**src/rtl/whack_pkg.sv**
```systemverilog
// Shared encodings for the whack-a-mole game: phase codes, scheduler states, LFSR taps.
// Latency: n/a (declarations only).
// Backpressure: n/a.
package whack_pkg;

    // Game-phase codes from the timing controller; 2'b11 is treated as game over.
    localparam logic [1:0] PHASE_COUNTDOWN = 2'b00;
    localparam logic [1:0] PHASE_RUN       = 2'b01;
    localparam logic [1:0] PHASE_OVER      = 2'b10;

    typedef enum logic [1:0] {
        IDLE  = 2'b00,
        SPAWN = 2'b01,
        UP    = 2'b10,
        COOL  = 2'b11
    } state_t;

    // Feedback taps for x^8+x^6+x^5+x^4+1 on a left-shifting register: bits 7,5,4,3.
    localparam logic [7:0] LFSR_TAPS = 8'b1011_1000;

    function automatic logic [7:0] lfsr_step(input logic [7:0] cur);
        return {cur[6:0], ^(cur & LFSR_TAPS)};
    endfunction

endpackage

```
**src/rtl/mole_lfsr.sv**
```systemverilog
// 8-bit free-running Fibonacci LFSR used to pick the next mole.
// Latency: new value every clock; output is the register itself.
// Backpressure: none, always advances. Ports: clk, rst_n, lfsr_o.
module mole_lfsr
    import whack_pkg::*;
#(
    parameter logic [7:0] SEED = 8'hA5
) (
    input  logic       clk,
    input  logic       rst_n,
    output logic [7:0] lfsr_o
);

    logic [7:0] lfsr_q;
    logic [7:0] lfsr_d;

    assign lfsr_d = lfsr_step(lfsr_q);
    assign lfsr_o = lfsr_q;

    always_ff @(posedge clk or negedge rst_n) begin
        if (!rst_n) begin
            lfsr_q <= SEED;
        end else begin
            lfsr_q <= lfsr_d;
        end
    end

endmodule

```
**src/rtl/mole_scheduler.sv**
```systemverilog
// Raises one pseudo-random mole at a time during the running phase, detects whacks, scores hits.
// Latency: whack rise or expiry tick in cycle n shows on hit/miss/mole_up in cycle n+1.
// Backpressure: none; tick paces the game. Optional MOLE_SPEEDUP_EN shortens up time every 4th hit.
// Ports: clk, reset (async active-low), tick, game_phase, whack -> mole_up, hit, miss, score.
module mole_scheduler
    import whack_pkg::*;
#(
    parameter int          NUM_MOLES  = 4,
    parameter int          UP_TICKS   = 8,
    parameter int          COOL_TICKS = 2,
    parameter int          SCORE_W    = 8,
    parameter logic [7:0]  LFSR_SEED  = 8'hA5
) (
    input  logic                 clk,
    input  logic                 reset,
    input  logic                 tick,
    input  logic [1:0]           game_phase,
    input  logic [NUM_MOLES-1:0] whack,
    output logic [NUM_MOLES-1:0] mole_up,
    output logic                 hit,
    output logic                 miss,
    output logic [SCORE_W-1:0]   score
);

    localparam int TMAX    = (UP_TICKS > COOL_TICKS) ? UP_TICKS : COOL_TICKS;
    localparam int TIMER_W = $clog2(TMAX + 1);
    localparam logic [TIMER_W-1:0]   UP_LOAD   = TIMER_W'(UP_TICKS);
    localparam logic [TIMER_W-1:0]   COOL_LOAD = TIMER_W'(COOL_TICKS);
    localparam logic [TIMER_W-1:0]   T_ONE     = TIMER_W'(1);
    localparam logic [2:0]           LAST_IDX  = 3'(NUM_MOLES - 1);
    localparam logic [NUM_MOLES-1:0] ONE_MOLE  = NUM_MOLES'(1);

    state_t                 state_q, state_d;
    logic [NUM_MOLES-1:0]   mole_q, mole_d;
    logic [NUM_MOLES-1:0]   whack_q;
    logic [NUM_MOLES-1:0]   rise;
    logic                   hit_q, hit_d;
    logic                   miss_q, miss_d;
    logic [SCORE_W-1:0]     score_q, score_d;
    logic [TIMER_W-1:0]     timer_q, timer_d;
    logic [2:0]             last_q, last_d;
    logic [2:0]             idx;
    logic [7:0]             lfsr;
    logic [7:0]             lfsr_mod;
    logic [TIMER_W-1:0]     reload;

    mole_lfsr #(.SEED(LFSR_SEED)) u_lfsr (
        .clk    (clk),
        .rst_n  (reset),
        .lfsr_o (lfsr)
    );

    assign rise     = whack & ~whack_q;
    assign lfsr_mod = 8'(lfsr % NUM_MOLES);

`ifdef MOLE_SPEEDUP_EN
    logic [TIMER_W-1:0] up_len_q;
    logic [1:0]         hit_cnt_q;

    assign reload = up_len_q;

    // Every fourth hit shortens the up window by one tick, never below 2.
    always_ff @(posedge clk or negedge reset) begin
        if (!reset) begin
            up_len_q  <= UP_LOAD;
            hit_cnt_q <= 2'd0;
        end else if (game_phase == PHASE_COUNTDOWN) begin
            up_len_q  <= UP_LOAD;
            hit_cnt_q <= 2'd0;
        end else if (hit_d) begin
            hit_cnt_q <= hit_cnt_q + 2'd1;
            if (hit_cnt_q == 2'd3 && up_len_q > TIMER_W'(2)) begin
                up_len_q <= up_len_q - T_ONE;
            end
        end
    end
`else
    assign reload = UP_LOAD;
`endif

    always_comb begin
        state_d = state_q;
        mole_d  = mole_q;
        hit_d   = 1'b0;
        miss_d  = 1'b0;
        score_d = score_q;
        timer_d = timer_q;
        last_d  = last_q;
        idx     = lfsr_mod[2:0];
        // Never repeat the previous mole back to back.
        if (idx == last_q) begin
            idx = (idx == LAST_IDX) ? 3'd0 : idx + 3'd1;
        end

        if (game_phase != PHASE_RUN) begin
            // Leaving the running phase drops the mole; score survives unless counting down.
            state_d = IDLE;
            mole_d  = '0;
            if (state_q == IDLE && game_phase == PHASE_COUNTDOWN) begin
                score_d = '0;
            end
        end else begin
            unique case (state_q)
                IDLE: begin
                    mole_d  = '0;
                    state_d = SPAWN;
                end
                SPAWN: begin
                    mole_d  = ONE_MOLE << idx;
                    last_d  = idx;
                    timer_d = reload;
                    state_d = UP;
                end
                UP: begin
                    // A hit outranks a simultaneous expiry tick.
                    if ((rise & mole_q) != '0) begin
                        hit_d   = 1'b1;
                        if (score_q != '1) begin
                            score_d = score_q + 1'b1;
                        end
                        mole_d  = '0;
                        timer_d = COOL_LOAD;
                        state_d = COOL;
                    end else if (tick) begin
                        if (timer_q == T_ONE) begin
                            miss_d  = 1'b1;
                            mole_d  = '0;
                            timer_d = COOL_LOAD;
                            state_d = COOL;
                        end else begin
                            timer_d = timer_q - T_ONE;
                        end
                    end
                end
                COOL: begin
                    mole_d = '0;
                    if (tick) begin
                        if (timer_q == T_ONE) begin
                            state_d = SPAWN;
                        end else begin
                            timer_d = timer_q - T_ONE;
                        end
                    end
                end
                default: state_d = IDLE;
            endcase
        end
    end

    always_ff @(posedge clk or negedge reset) begin
        if (!reset) begin
            state_q <= IDLE;
            mole_q  <= '0;
            hit_q   <= 1'b0;
            miss_q  <= 1'b0;
            score_q <= '0;
            timer_q <= '0;
            last_q  <= 3'd0;
            whack_q <= '0;
        end else begin
            state_q <= state_d;
            mole_q  <= mole_d;
            hit_q   <= hit_d;
            miss_q  <= miss_d;
            score_q <= score_d;
            timer_q <= timer_d;
            last_q  <= last_d;
            whack_q <= whack;
        end
    end

    assign mole_up = mole_q;
    assign hit     = hit_q;
    assign miss    = miss_q;
    assign score   = score_q;

endmodule

```
**config.mk**
```make
export PLATFORM = sky130hd
export DESIGN_NAME = mole_scheduler
export DESIGN_NICKNAME = d
export VERILOG_FILES = /design/src/rtl/whack_pkg.sv /design/src/rtl/mole_lfsr.sv /design/src/rtl/mole_scheduler.sv
export SDC_FILE = /design/constraint.sdc
export NUM_CORES = 1
export LEC_CHECK = 0
export BUFFER_PORTS_ARGS = -buffer_cell sky130_fd_sc_hd__buf_4
export CAP_MARGIN = 20
export CORE_ASPECT_RATIO = 0.9
export CORE_MARGIN = 1.5
export CORE_UTILIZATION = 37
export CTS_BUF_LIST = sky130_fd_sc_hd__clkbuf_4
export CTS_CLUSTER_SIZE = 25
export DETAILED_ROUTE_END_ITERATION = 7
export SYNTH_ARGS = -nofsm -noshare
export SYNTH_HDL_FRONTEND = slang
export SYNTH_SLANG_ARGS = --single-unit
```
**constraint.sdc**
```tcl
create_clock -name clk -period 3.67 [get_ports clk]
set_input_delay 0.734 -clock clk [delete_from_list [all_inputs] [get_ports clk]]
set_output_delay 0.734 -clock clk [all_outputs]
set_load 0.02 [all_outputs]
```
==> results.ini <==
[outcome]
status = finished clean

[routing]
wl_per_cell_um = 13.3
routed_wl_mm = 3.48
first_iter_violations = 84
vias_per_cell = 5.07
vias = 1323
postRouteAntennaNets = 0
first_pass_iters = 4
drc = 0

[cts]
htreeDepth = 2
clock-sinks = 34
cts_made_buffers = 5
cts.clk_slew.worst_paths_ns = 0.11
cts_setup_buffers = 0
cts_root_buf = clkbuf_4
cts_hold_buf = 0
clock_latency_ns = 0.35
tritoncts = built
ctsResizeCount = 0
clockBufferDepth = 2

[yosys]
ys_async_sr_fraction_pct = 100
avgSynthCellArea_um2 = 10.0
synth-simple-area-share_pct = 19.8
syn_area_mm2 = 0.00173
synth_most_common_cell = dfrtp_1
synth-edff-count = 0
yosys.area_share.xor_xnor_pct = 4.05
synth_top_family_by_area = simple AND/OR/NAND/NOR gates
synth_top_area_share_pct = 43.4
ys.warnings.count = 0
syn_inst = 173
synth_compound_area_share_pct = 15.1
synth-main-ff-cell = dfrtp_1
synth_nets = 191
synthTopCellsByArea = dfrtp_1 (43%), ha_1 (6.5%), dfstp_2 (6.1%)
yosysTopAreaCell = dfrtp_1
ys_seq_area_share_pct = 49.5
ys_top_cells_by_count = dfrtp_1 (30), nand2_1 (26), nor2_1 (12), o21ai_0 (11), ha_1 (9)
synth_mux_area_share_pct = 1.23
synth-seq-cells = 34
synth_fa_ha_area_share_pct = 6.51
ys_types = 44

[setup_path]
cpLargestDelayFamily = simple AND/OR/NAND/NOR gates
worst_r2r_endpoint = score[3]
cp_max_fo = 10
worstPathCellList = buf_4 -> nor2b_1 -> nand2_2 -> nor3b_2 -> o21ai_0
cp-end-kind = register
worstReg2RegStart = score[0]
cp_slowest_cell = nor2b_1
r2r_setup_slack_ns = 1.76
cp.required_ns = 3.88
worst-setup-path-type = primary input to register
crit_path_start_kind = primary input
worst_r2r_path_depth = 7
arrival_ns = 2.19
path_buf_inv = 1
slowest_delay_ns = 0.56

[grt]
gr-total-overflow = 0
grt_max_degree = 35
antenna_found_initial = 0
first_global_vias = 1234
gr-usage-all-layers_pct = 15.3
grt_first_pass_wirelength_mm = 5.70

[placement]
io_buffers = 22
place_congestion = 0.837
dp_hpwl_mm = 2.60
pre_cts_ws_ns = 1.33

[worst_hold_path]
min_path_type = primary input to asynchronous set/reset pin

[cells_and_area]
area_growth_pct = 15.1
drive_above_1_share_pct = 21.6
final_nets = 216
diodes = 0

[die]
die_area_mm2 = 0.00509
ioPinCount = 23
die_h_um = 67.9
core_mm2 = 0.00446
chipWidth_um = 75.1
rows = 23
start_util_pct = 38.8

[timing]
finClkSkew_ns = 0.00933
fin_hold_ws_ns = 0.305
tightestPinTransition_ns = 0.678
finalHoldViolations = 0
drv_slew = 0
fin_ws_ns = 1.68
finalSetupTns_ns = 0
fin_crit_sh_pct = 54.1
period_needed_ns = 1.99
relSlewSlack_pct = 54.7
setup_viol = 0
max_freq_mhz = 503
rsz0062_at_grt = false

[pwr]
ir_drop_mv = 0.205
power.density_mw_per_mm2 = 352
p_leak_uw = 0.000918

[run]
drv_cap = 0

area by class of cell:
class | count | area [um2]
sequential | 34 | 856
multi-input combinational | 127 | 808
clock inverter | 3 | 16.3
clock buffer | 5 | 37.5
inverter | 8 | 30.0
tap | 62 | 77.6
timing repair buffer | 22 | 165
fill | 434 | 2470
state kept, by name, indices dropped and copies added (netlist names):
register,flops
u_lfsr.lfsr_o,8
miss,1
timer_q,4
score,8
state_q,2
whack_q,4
mole_up,4
last_q,2
hit,1
metrics by stage:
step / cells / utilization, % / power (uW) / instance area (um2)
finish: 261 / 44.6 / 700 / 1990
global route: 261 / 44.6 / 743 / 1990
CTS: 261 / 44.6 / 710 / 1990
detailed placement: 253 / 43.4 / 508 / 1940
global placement: 253 / 43.4 / 504 / 1940
floorplan: 173 / - / 477 / 1730
metal layers:
| layer | up-vias | GRT usage, % | part of all wire, % |
|---|---|---|---|
| li1 | 657 | - | - |
| met1 | 630 | 19.9 | 47 |
| met2 | 30 | 23.1 | 48 |
| met3 | 6 | 5.60 | 4.1 |
| met4 | 0 | 5.91 | 1.4 |
| met5 | - | 0 | 0 |
where the power goes:
part / leakage [uW] / internal (uW) / switching (uW)
Combinational: 0.000447 / 38.6 / 54.4
Sequential: 0.000442 / 393 / 13.9
Clock: 0.0000286 / 71.1 / 130
Total: 0.000918 / 502 / 198
how the worst max path moves through the flow:
stage / start / to / cells after the start
2_1_floorplan: whack[2] / timer_q[2] / 6
3_3_place_gp: game_phase[0] / mole_up[2] / 5
3_5_place_dp: game_phase[0] / mole_up[2] / 5
4_1_cts: game_phase[0] / mole_up[2] / 5
5_1_grt: game_phase[1] / mole_up[2] / 5
6_report: game_phase[0] / mole_up[2] / 5
cells in the final DEF (no fill, tap or decap), types with 2 or more instances in the layout:
cell and n:
clkbuf_4 5, nor3_2 2, nand3_1 6, o21ai_1 2
o22a_1 2, xnor2_1 3, xor2_1 5, nand2b_1 3
dfstp_2 4, ha_1 9, nor2b_1 2, nor3_1 2
nand2_1 26, a21oi_1 6, nor3b_1 2, buf_4 22
o31ai_1 4, inv_1 8, o22ai_1 4, a41oi_1 2
nand4_1 5, dfrtp_1 30, o21ai_0 11, nor2_1 12
logic make-up after synthesis:
| kind of cell | count (synthesis) |
|---|---|
| DFF | 34 |
| and+or+nand+nor | 68 |
| adders and majority gates | 9 |
| xor gates and xnor gates | 8 |
| muxes | 2 |
| buffers and inverters | 12 |
| AOI/OAI and AO/OA | 40 |
worst register-to-register path, stage by stage (launching register included):
cell and delay [ns]:
dfrtp_1 0.47, ha_1 0.27, nand3_1 0.13, nor3_2 0.08
a21oi_2 0.39, a41oi_1 0.18, o21ai_1 0.18, o31ai_1 0.10
Note: power is estimated with default switching activity, not from simulation.
